File: src/rtl/shape_pkg.sv
`default_nettype none
// ============================================================================
// Module      : shape_pkg
// Description : Shared defaults and channel-slice helper for shape_reg_bank.
// Revision    : 1.0 - initial release
// ============================================================================
package shape_pkg;

    localparam int DEF_DATA_W = 16;
    localparam int DEF_NUM_CH = 4;

    // Low bit of channel k inside a flat bus of w-bit channels.
    function automatic int ch_lo(input int k, input int w);
        return k * w;
    endfunction

endpackage
`default_nettype wire

File: src/rtl/shape_wr_ptr.sv
`default_nettype none
// ============================================================================
// Module      : shape_wr_ptr
// Description : Wrapping 0..NUM_CH-1 write pointer with clear and wrap pulse.
// Revision    : 1.0 - initial release
// ============================================================================
module shape_wr_ptr #(
    parameter int NUM_CH = 4,
    parameter int SEL_W  = $clog2(NUM_CH)
) (
    input  logic             clk,
    input  logic             rst,
    input  logic             i_inc,
    input  logic             i_clr,
    output logic [SEL_W-1:0] o_ptr,
    output logic             o_wrap
);

    localparam logic [SEL_W-1:0] C_LAST = SEL_W'(NUM_CH - 1);

    logic [SEL_W-1:0] r_ptr;

    // Combinational so the top can commit in the same edge as the wrap.
    assign o_wrap = i_inc && (r_ptr == C_LAST);
    assign o_ptr  = r_ptr;

    always_ff @(posedge clk) begin
        if (rst) begin
            r_ptr <= '0;
        end else if (i_clr || o_wrap) begin
            r_ptr <= '0;
        end else if (i_inc) begin
            r_ptr <= r_ptr + 1'b1;
        end
    end

endmodule
`default_nettype wire

File: src/rtl/shape_reg_bank.sv
`default_nettype none
// ============================================================================
// Module      : shape_reg_bank
// Description : Double-buffered shape register bank; shadow writes, atomic
//               commit to the active bank driving v_flat.
// Revision    : 1.0 - initial release
// ============================================================================
module shape_reg_bank
    import shape_pkg::*;
#(
    parameter int DATA_W      = DEF_DATA_W,
    parameter int NUM_CH      = DEF_NUM_CH,
    parameter int SEL_W       = $clog2(NUM_CH),
    parameter int AUTO_COMMIT = 0
) (
    input  logic                     clk,
    input  logic                     reset,
    input  logic                     wr_en,
    input  logic [DATA_W-1:0]        data_in,
    input  logic [SEL_W-1:0]         sel,
    input  logic                     auto_inc,
    input  logic                     commit,
    output logic [NUM_CH*DATA_W-1:0] v_flat,
    output logic [SEL_W-1:0]         wr_ptr,
    output logic [NUM_CH-1:0]        loaded_mask,
    output logic                     frame_done,
    output logic                     sel_err
);

    localparam logic [SEL_W:0] C_NUM_CH = (SEL_W + 1)'(NUM_CH);

    logic [DATA_W-1:0] r_shadow [NUM_CH];
    logic [DATA_W-1:0] r_active [NUM_CH];
    logic [DATA_W-1:0] w_sh_nxt [NUM_CH];
    logic [NUM_CH-1:0] r_mask;
    logic [NUM_CH-1:0] w_hit;
    logic              r_frame_done;
    logic              r_sel_err;

    logic              w_auto_wr;
    logic              w_sel_ok;
    logic              w_man_wr;
    logic              w_sel_bad;
    logic              w_wrap;
    logic              w_commit;
    logic [SEL_W-1:0]  w_ptr;
    logic [SEL_W-1:0]  w_idx;

    assign w_auto_wr = wr_en && auto_inc;
    assign w_sel_ok  = ({1'b0, sel} < C_NUM_CH);
    assign w_man_wr  = wr_en && !auto_inc && w_sel_ok;
    assign w_sel_bad = wr_en && !auto_inc && !w_sel_ok;
    assign w_idx     = auto_inc ? w_ptr : sel;
    assign w_commit  = commit || ((AUTO_COMMIT != 0) && w_wrap);

    shape_wr_ptr #(
        .NUM_CH (NUM_CH),
        .SEL_W  (SEL_W)
    ) u_wr_ptr (
        .clk    (clk),
        .rst    (reset),
        .i_inc  (w_auto_wr),
        .i_clr  (w_commit),
        .o_ptr  (w_ptr),
        .o_wrap (w_wrap)
    );

    // Next-shadow values feed the active bank so a same-cycle write commits.
    for (genvar k = 0; k < NUM_CH; k++) begin : g_ch
        assign w_hit[k]    = (w_auto_wr || w_man_wr) && (w_idx == SEL_W'(k));
        assign w_sh_nxt[k] = w_hit[k] ? data_in : r_shadow[k];
        assign v_flat[ch_lo(k, DATA_W) +: DATA_W] = r_active[k];
    end

    always_ff @(posedge clk) begin
        if (reset) begin
            for (int k = 0; k < NUM_CH; k++) begin
                r_shadow[k] <= '0;
                r_active[k] <= '0;
            end
            r_mask       <= '0;
            r_frame_done <= 1'b0;
            r_sel_err    <= 1'b0;
        end else begin
            r_frame_done <= w_wrap;
            r_sel_err    <= w_sel_bad;
            for (int k = 0; k < NUM_CH; k++) begin
                r_shadow[k] <= w_sh_nxt[k];
            end
            if (w_commit) begin
                for (int k = 0; k < NUM_CH; k++) begin
                    r_active[k] <= w_sh_nxt[k];
                end
                r_mask <= '0;
            end else begin
                r_mask <= r_mask | w_hit;
            end
        end
    end

    assign wr_ptr      = w_ptr;
    assign loaded_mask = r_mask;
    assign frame_done  = r_frame_done;
    assign sel_err     = r_sel_err;

endmodule
`default_nettype wire

File: config.mk
export PLATFORM = sky130hd
export DESIGN_NAME = shape_reg_bank
export DESIGN_NICKNAME = d
export VERILOG_FILES = /design/src/rtl/shape_pkg.sv /design/src/rtl/shape_wr_ptr.sv /design/src/rtl/shape_reg_bank.sv
export SDC_FILE = /design/constraint.sdc
export NUM_CORES = 1
export LEC_CHECK = 0
export BUFFER_PORTS_ARGS = -buffer_cell sky130_fd_sc_hd__buf_2
export CAP_MARGIN = 25
export CORE_ASPECT_RATIO = 0.7
export CORE_MARGIN = 1.5
export CORE_UTILIZATION = 29
export DETAILED_ROUTE_END_ITERATION = 12
export PLACE_DENSITY_LB_ADDON = 0.05
export SLEW_MARGIN = 20
export SYNTH_ARGS = -nofsm -noshare
export SYNTH_HDL_FRONTEND = slang
export SYNTH_SLANG_ARGS = --single-unit
File: constraint.sdc
create_clock -name clk -period 6.2 [get_ports clk]
set_input_delay 0.93 -clock clk [delete_from_list [all_inputs] [get_ports clk]]
set_output_delay 0.93 -clock clk [all_outputs]
set_load 0.01 [all_outputs]
==> results of run 1 <==
registers in the layout, summed over array words and instances (netlist names):
name,count
loaded_mask,4
r_active,64
u_wr_ptr.o_ptr,2
r_shadow,64
frame_done,1
through the flow:
step                cell area (um^2)  total power [mW]  hold slack, ns  cells   util
floorplan                       5930              1.11           0.449    491      -
global placement                6540              1.16           0.433    826  0.328
detailed placement              6540              1.16           0.440    826  0.328
CTS                             7190              2.30           0.452    858  0.361
global route                    7190              2.35           0.484    858  0.361
finish                          7190              2.26           0.447    858  0.361
final timing paths:
check,startpoint,to,slack (ns),cells after the start
setup / recovery,reset,r_active[0][12]$_SDFFCE_PN0P_,3.31,6
hold / removal,loaded_mask[3]$_SDFF_PP0_,loaded_mask[3]$_SDFF_PP0_,0.45,2
setup reg to reg,u_wr_ptr.o_ptr[1]$_SDFFE_PP0P_,r_active[0][7]$_SDFFCE_PN0P_,4.10,3
hold reg to reg,loaded_mask[3]$_SDFF_PP0_,loaded_mask[3]$_SDFF_PP0_,0.45,2
cells by family (layout without fill, tap and decap cells):
logic type	count (synthesis)	count (layout)
compound gates	11	11
fa+ha+maj	1	1
buf+inv	39	136
flops	135	135
mux	129	129
other cells	1	1
simple gates	175	175
power by group through the flow:
stage	Clock, mW	Combinational, mW	Sequential [mW]
detailed placement	0	0.157	1.01
global route	1.19	0.169	0.991
global placement	0	0.155	1.01
CTS	1.15	0.158	0.987
finish	1.12	0.154	0.987
floorplan	0	0.0903	1.02
worst reg2reg max path, delay by kind of cell, from the launching register on:
family | cells | cell delay, ns
AO/OA/AOI/OAI | 1 | 0.88
multiplexers | 1 | 0.24
AND/OR/NAND/NOR | 1 | 0.29
flip-flops | 1 | 0.39
area by class of cell:
| class | instances | area share |
|---|---|---|
| Inverter | 4 | 0.00209 |
| Sequential cell | 135 | 0.465 |
| Clock inverter | 9 | 0.0237 |
| Tap cell | 270 | 0.0470 |
| Multi-Input combinational cell | 317 | 0.323 |
| Timing Repair Buffer | 100 | 0.0721 |
| Clock buffer | 23 | 0.0665 |
layer usage:
metal,track usage,vias up
li1,-,1846
met1,0.182,1778
met2,0.205,69
met3,0.0397,15
met4,0.0517,0
met5,0,-
synth_stat cells:
master      n
mux2i_1   129
nand2_1    83
dfxtp_1    71
nand2b_1   68
edfxtp_1   64
clkbuf_1   13
or2b_2     11
buf_2       6
buf_6       6
buf_4       5
inv_1       4
or2b_1      4
a21oi_1     3
clkbuf_8    3
nor2_1      3
o21a_1      3
buf_12      2
nor3b_1     2
o32a_1      2
conb_1      1
ha_1        1
nand2_2     1
nand4b_1    1
nor2b_1     1
nor3_1      1
o21ai_1     1
o22a_1      1
o32ai_1     1
==> impl_metrics.tcl, run 1 <==
set metrics [dict create \
    rsz0062_at_grt "no" \
    worstPathCellList "buf_2 > buf_4 > nor2b_4 > buf_4 > nand2_1 > mux2i_1" \
    route.detailed.drc 0 \
    clk_pin_slew_worst_paths_ns 0.06 \
    clk_latency_ns 0.41 \
    clock_path_buffers 2 \
    cts_setup_buffers 0 \
    critPathMaxFanout 83 \
    p_switching_mw 0.480 \
    wl_per_cell_um 15.9 \
    synth_top_family_by_area "multiplexers" \
    multiInputGateArea_um2 2320 \
    pwr-share-comb 0.068 \
    grt_max_degree 84 \
    register_area_um2 3340 \
    core_um2 19900 \
    fin_tns_setup_ns 0 \
    synthCells 491 \
    ctsResizeCount 0 \
    crit_buf_inv 3 \
    dieArea_um2 21300 \
    p_clk_frac 0.494 \
    post-dp-hpwl_mm 8.10 \
    seq_area_frac_synth 0.564 \
    htreeDepth 4 \
    timing.final.crit_share 0.466 \
    synth-simple-area-share 0.155 \
    worstSetupPathType "primary input to flop" \
    die_h_um 123 \
    p_seq_frac 0.437 \
    fill_cells 2002 \
    hold_viol 0 \
    cts_hold_repair.buffers 0 \
    antenna_found_initial 0 \
    gp_congestion 0.714 \
    die_w_um 174 \
    required_ns 6.45 \
    cts-root-buf "clkbuf_16" \
    synth_area_um2 5930 \
    nets 599 \
    synthAdderAreaFrac 0.00211 \
    grt_overflow 0 \
    vias 3708 \
    drtIter0Drc 161 \
    ys_types 28 \
    yosys-top-cells-area "edfxtp_1 32%, dfxtp_1 24%, mux2i_1 22%, nand2b_1 7.2%, nand2_1 5.3%" \
    synth_seq_cells 135 \
    synth-compound-area-share 0.0135 \
    min_path_type "flop to flop" \
    syn-num-nets 515 \
    grt.total_usage 0.135 \
    p_int_mw 1.78 \
    crit_family "simple AND/OR/NAND/NOR gates" \
    cp-start-kind "primary input" \
    tightest_slew_ns 1.04 \
    io_pins 95 \
    layout_commonest_cell "mux2i_1" \
    power_density_nw_per_um2 314 \
    vias_per_cell 4.32 \
    wl_mm 13.6 \
    synth_warnings 0 \
    setup_ws_ns 3.31 \
    synth_mux_area_frac 0.218 \
    yosys.area.top_type "edfxtp_1" \
    fmax_ghz 0.346 \
    final_cell_mix "129 x mux2i_1, 93 x buf_2, 83 x nand2_1" \
    slew_viol_final 0 \
    switching_share 0.213 \
    syn_area_per_cell_um2 12.1 \
    critPathMostFrequentCell "buf_4" \
    cp_slowest_cell "nor2b_4" \
    maxCapViolCount 0 \
    clock-sinks 135 \
    row_count 43 \
    period_needed_ns 2.89 \
    worstPathArrival_ns 3.14 \
    drive_gt1_frac 0.248 \
    grt_pass1_wl_mm 21.4 \
    synth-xor-area-share 0 \
    routed-wl-met3_um 568 \
    preCtsSetupSlack_ns 2.83 \
    ir_drop_uv 175 \
    cts_buffers 17 \
    end_kind "flop" \
    ant_nets 0 \
    syn_to_final_growth_pct 21.2 \
    numPortBuffers 93 \
    status "complete, no violations" \
    first_pass_iters 4 \
    clock_skew_ns 0.00961 \
    final-setup-viol-count 0 \
    floorplan.initialDensity 0.298 \
    synth_top_area_share 0.324 \
    grt_pass1_vias 3865 \
    top_layer "met4" \
    cts_tree "built" \
    crit_path_max_incr_delay_ns 0.81 \
    dr_wl_met2_mm 6.02 \
    antenna_cells 0 \
    wl_met1_mm 6.81 \
    leakage_nw 3.35 \
    relSlewSlack 0.309 \
]
No activity file was read; power rests on OpenSTA's default activity.
==> run 2, diff against run 1 <==
==> constraint.sdc (replaced) <==
create_clock -name clk -period 2.6 [get_ports clk]
set_input_delay 0.39 -clock clk [delete_from_list [all_inputs] [get_ports clk]]
set_output_delay 0.39 -clock clk [all_outputs]
set_load 0.01 [all_outputs]
==> impl_metrics.tcl, run 2 (synthesis results as in run 1) <==
set metrics [dict create \
    grt_max_degree 81 \
    vias_per_cell 4.35 \
    p_clk_frac 0.476 \
    die_w_um 174 \
    die_h_um 123 \
    post-dp-hpwl_mm 8.61 \
    fin_tns_setup_ns 0 \
    cts-root-buf "clkbuf_16" \
    first_pass_iters 4 \
    drive_gt1_frac 0.267 \
    ant_nets 0 \
    syn_to_final_growth_pct 22.8 \
    p_switching_mw 1.23 \
    r2r_slack_ns 0.81 \
    floorplan.initialDensity 0.298 \
    critPathMaxFanout 15 \
    grt.total_usage 0.136 \
    timing.final.crit_share 0.690 \
    cts_buffers 17 \
    power_density_nw_per_um2 719 \
    cts_setup_buffers 0 \
    grt_pass1_wl_mm 21.6 \
    wl_mm 14.0 \
    clock_path_buffers 2 \
    hold_viol 0 \
    nets 606 \
    reg2reg_from "u_wr_ptr.o_ptr[1]$_SDFFE_PP0P_" \
    row_count 43 \
    cts_tree "built" \
    required_ns 2.86 \
    gp_congestion 0.727 \
    io_pins 95 \
    crit_end "r_active[0][3]$_SDFFCE_PN0P_" \
    clock_skew_ns 0.00755 \
    final-setup-viol-count 0 \
    p_seq_frac 0.450 \
    clock-sinks 135 \
    vias 3760 \
    switching_share 0.234 \
    r2r-end "r_active[0][3]$_SDFFCE_PN0P_" \
    layout_commonest_cell "mux2i_1" \
    maxCapViolCount 0 \
    status "complete, no violations" \
    grt_overflow 0 \
    ir_drop_uv 417 \
    pwr-share-comb 0.075 \
    rsz0062_at_grt "no" \
    cts_hold_repair.buffers 0 \
    route.detailed.drc 0 \
    final_cell_mix "129 x mux2i_1, 93 x buf_2, 83 x nand2_1" \
    min_path_type "primary input to flop" \
    fmax_ghz 0.557 \
    worstSetupPathType "flop to flop" \
    p_int_mw 4.01 \
    wl_per_cell_um 16.1 \
    slew_viol_final 0 \
    end_kind "flop" \
    core_um2 19900 \
    clk_pin_slew_worst_paths_ns 0.06 \
    tightest_slew_ns 0.823 \
    worstPathArrival_ns 2.06 \
    reg2regPathDepth 4 \
    cp-startpoint "u_wr_ptr.o_ptr[1]$_SDFFE_PP0P_" \
    antenna_cells 0 \
    relSlewSlack 0.452 \
    period_needed_ns 1.79 \
    antenna_found_initial 0 \
    numPortBuffers 93 \
    cp-start-kind "flop" \
    ctsResizeCount 0 \
    clk_latency_ns 0.42 \
    dieArea_um2 21300 \
    grt_pass1_vias 3841 \
    htreeDepth 4 \
    final_area_um2 7280 \
    drtIter0Drc 200 \
    placedInstanceArea_um2 6660 \
    leakage_nw 3.39 \
]
-- run 2: per-stage QoR --
stage / std cells / total power, mW / util / worst slack [ns] / hold slack [ns]
2_1_floorplan: 491 / 2.64 / - / 0.228 / 0.449
3_3_place_gp: 833 / 2.80 / 0.335 / 0.665 / 0.449
3_5_place_dp: 833 / 2.80 / 0.335 / 0.638 / 0.441
4_1_cts: 865 / 5.32 / 0.366 / 0.758 / 0.253
5_1_grt: 865 / 5.45 / 0.366 / 0.661 / 0.268
6_report: 865 / 5.24 / 0.366 / 0.806 / 0.270
-- run 2: area by class of cell --
cell class                 instances  area (um^2)
fill                            1984        12600
sequential                       135         3340
multi-input combinational        317         2330
timing repair buffer             107          633
clock buffer                      19          475
tap                              270          338
clock inverter                    13          143
inverter                           4         18.8
-- run 2: how the worst min path moves through the flow --
stage	start	end	slack, ns	depth (start not counted)
final	reset	frame_done$_SDFF_PP0_	0.27	2
after CTS	reset	frame_done$_SDFF_PP0_	0.25	2
after global placement	loaded_mask[3]$_SDFF_PP0_	loaded_mask[3]$_SDFF_PP0_	0.45	2
after detailed placement	loaded_mask[3]$_SDFF_PP0_	loaded_mask[3]$_SDFF_PP0_	0.44	2
after floorplan	r_shadow[0][15]$_SDFF_PP0_	r_shadow[0][15]$_SDFF_PP0_	0.45	2
after global routing	reset	frame_done$_SDFF_PP0_	0.27	2
-- run 2: power by group through the flow --
stage	registers, mW	logic [mW]	clock network (mW)
2_1_floorplan	2.42	0.216	0
3_3_place_gp	2.40	0.397	0
3_5_place_dp	2.40	0.399	0
4_1_cts	2.35	0.400	2.57
5_1_grt	2.36	0.426	2.66
6_report	2.35	0.391	2.49
-- run 2: critical path: stages, from the launching register on --
cell and delay (ns):
dfxtp_1 0.38, nor3b_1 0.32, o21a_2 0.47, buf_12 0.24, mux2i_1 0.20
-- run 2: layer usage --
layer / track usage / share of wire / up-vias
met4: 0.0469 / 0.0090 / 0
met2: 0.201 / 0.43 / 70
met1: 0.189 / 0.52 / 1813
li1: - / - / 1869
met5: 0 / 0 / -
met3: 0.0421 / 0.040 / 8
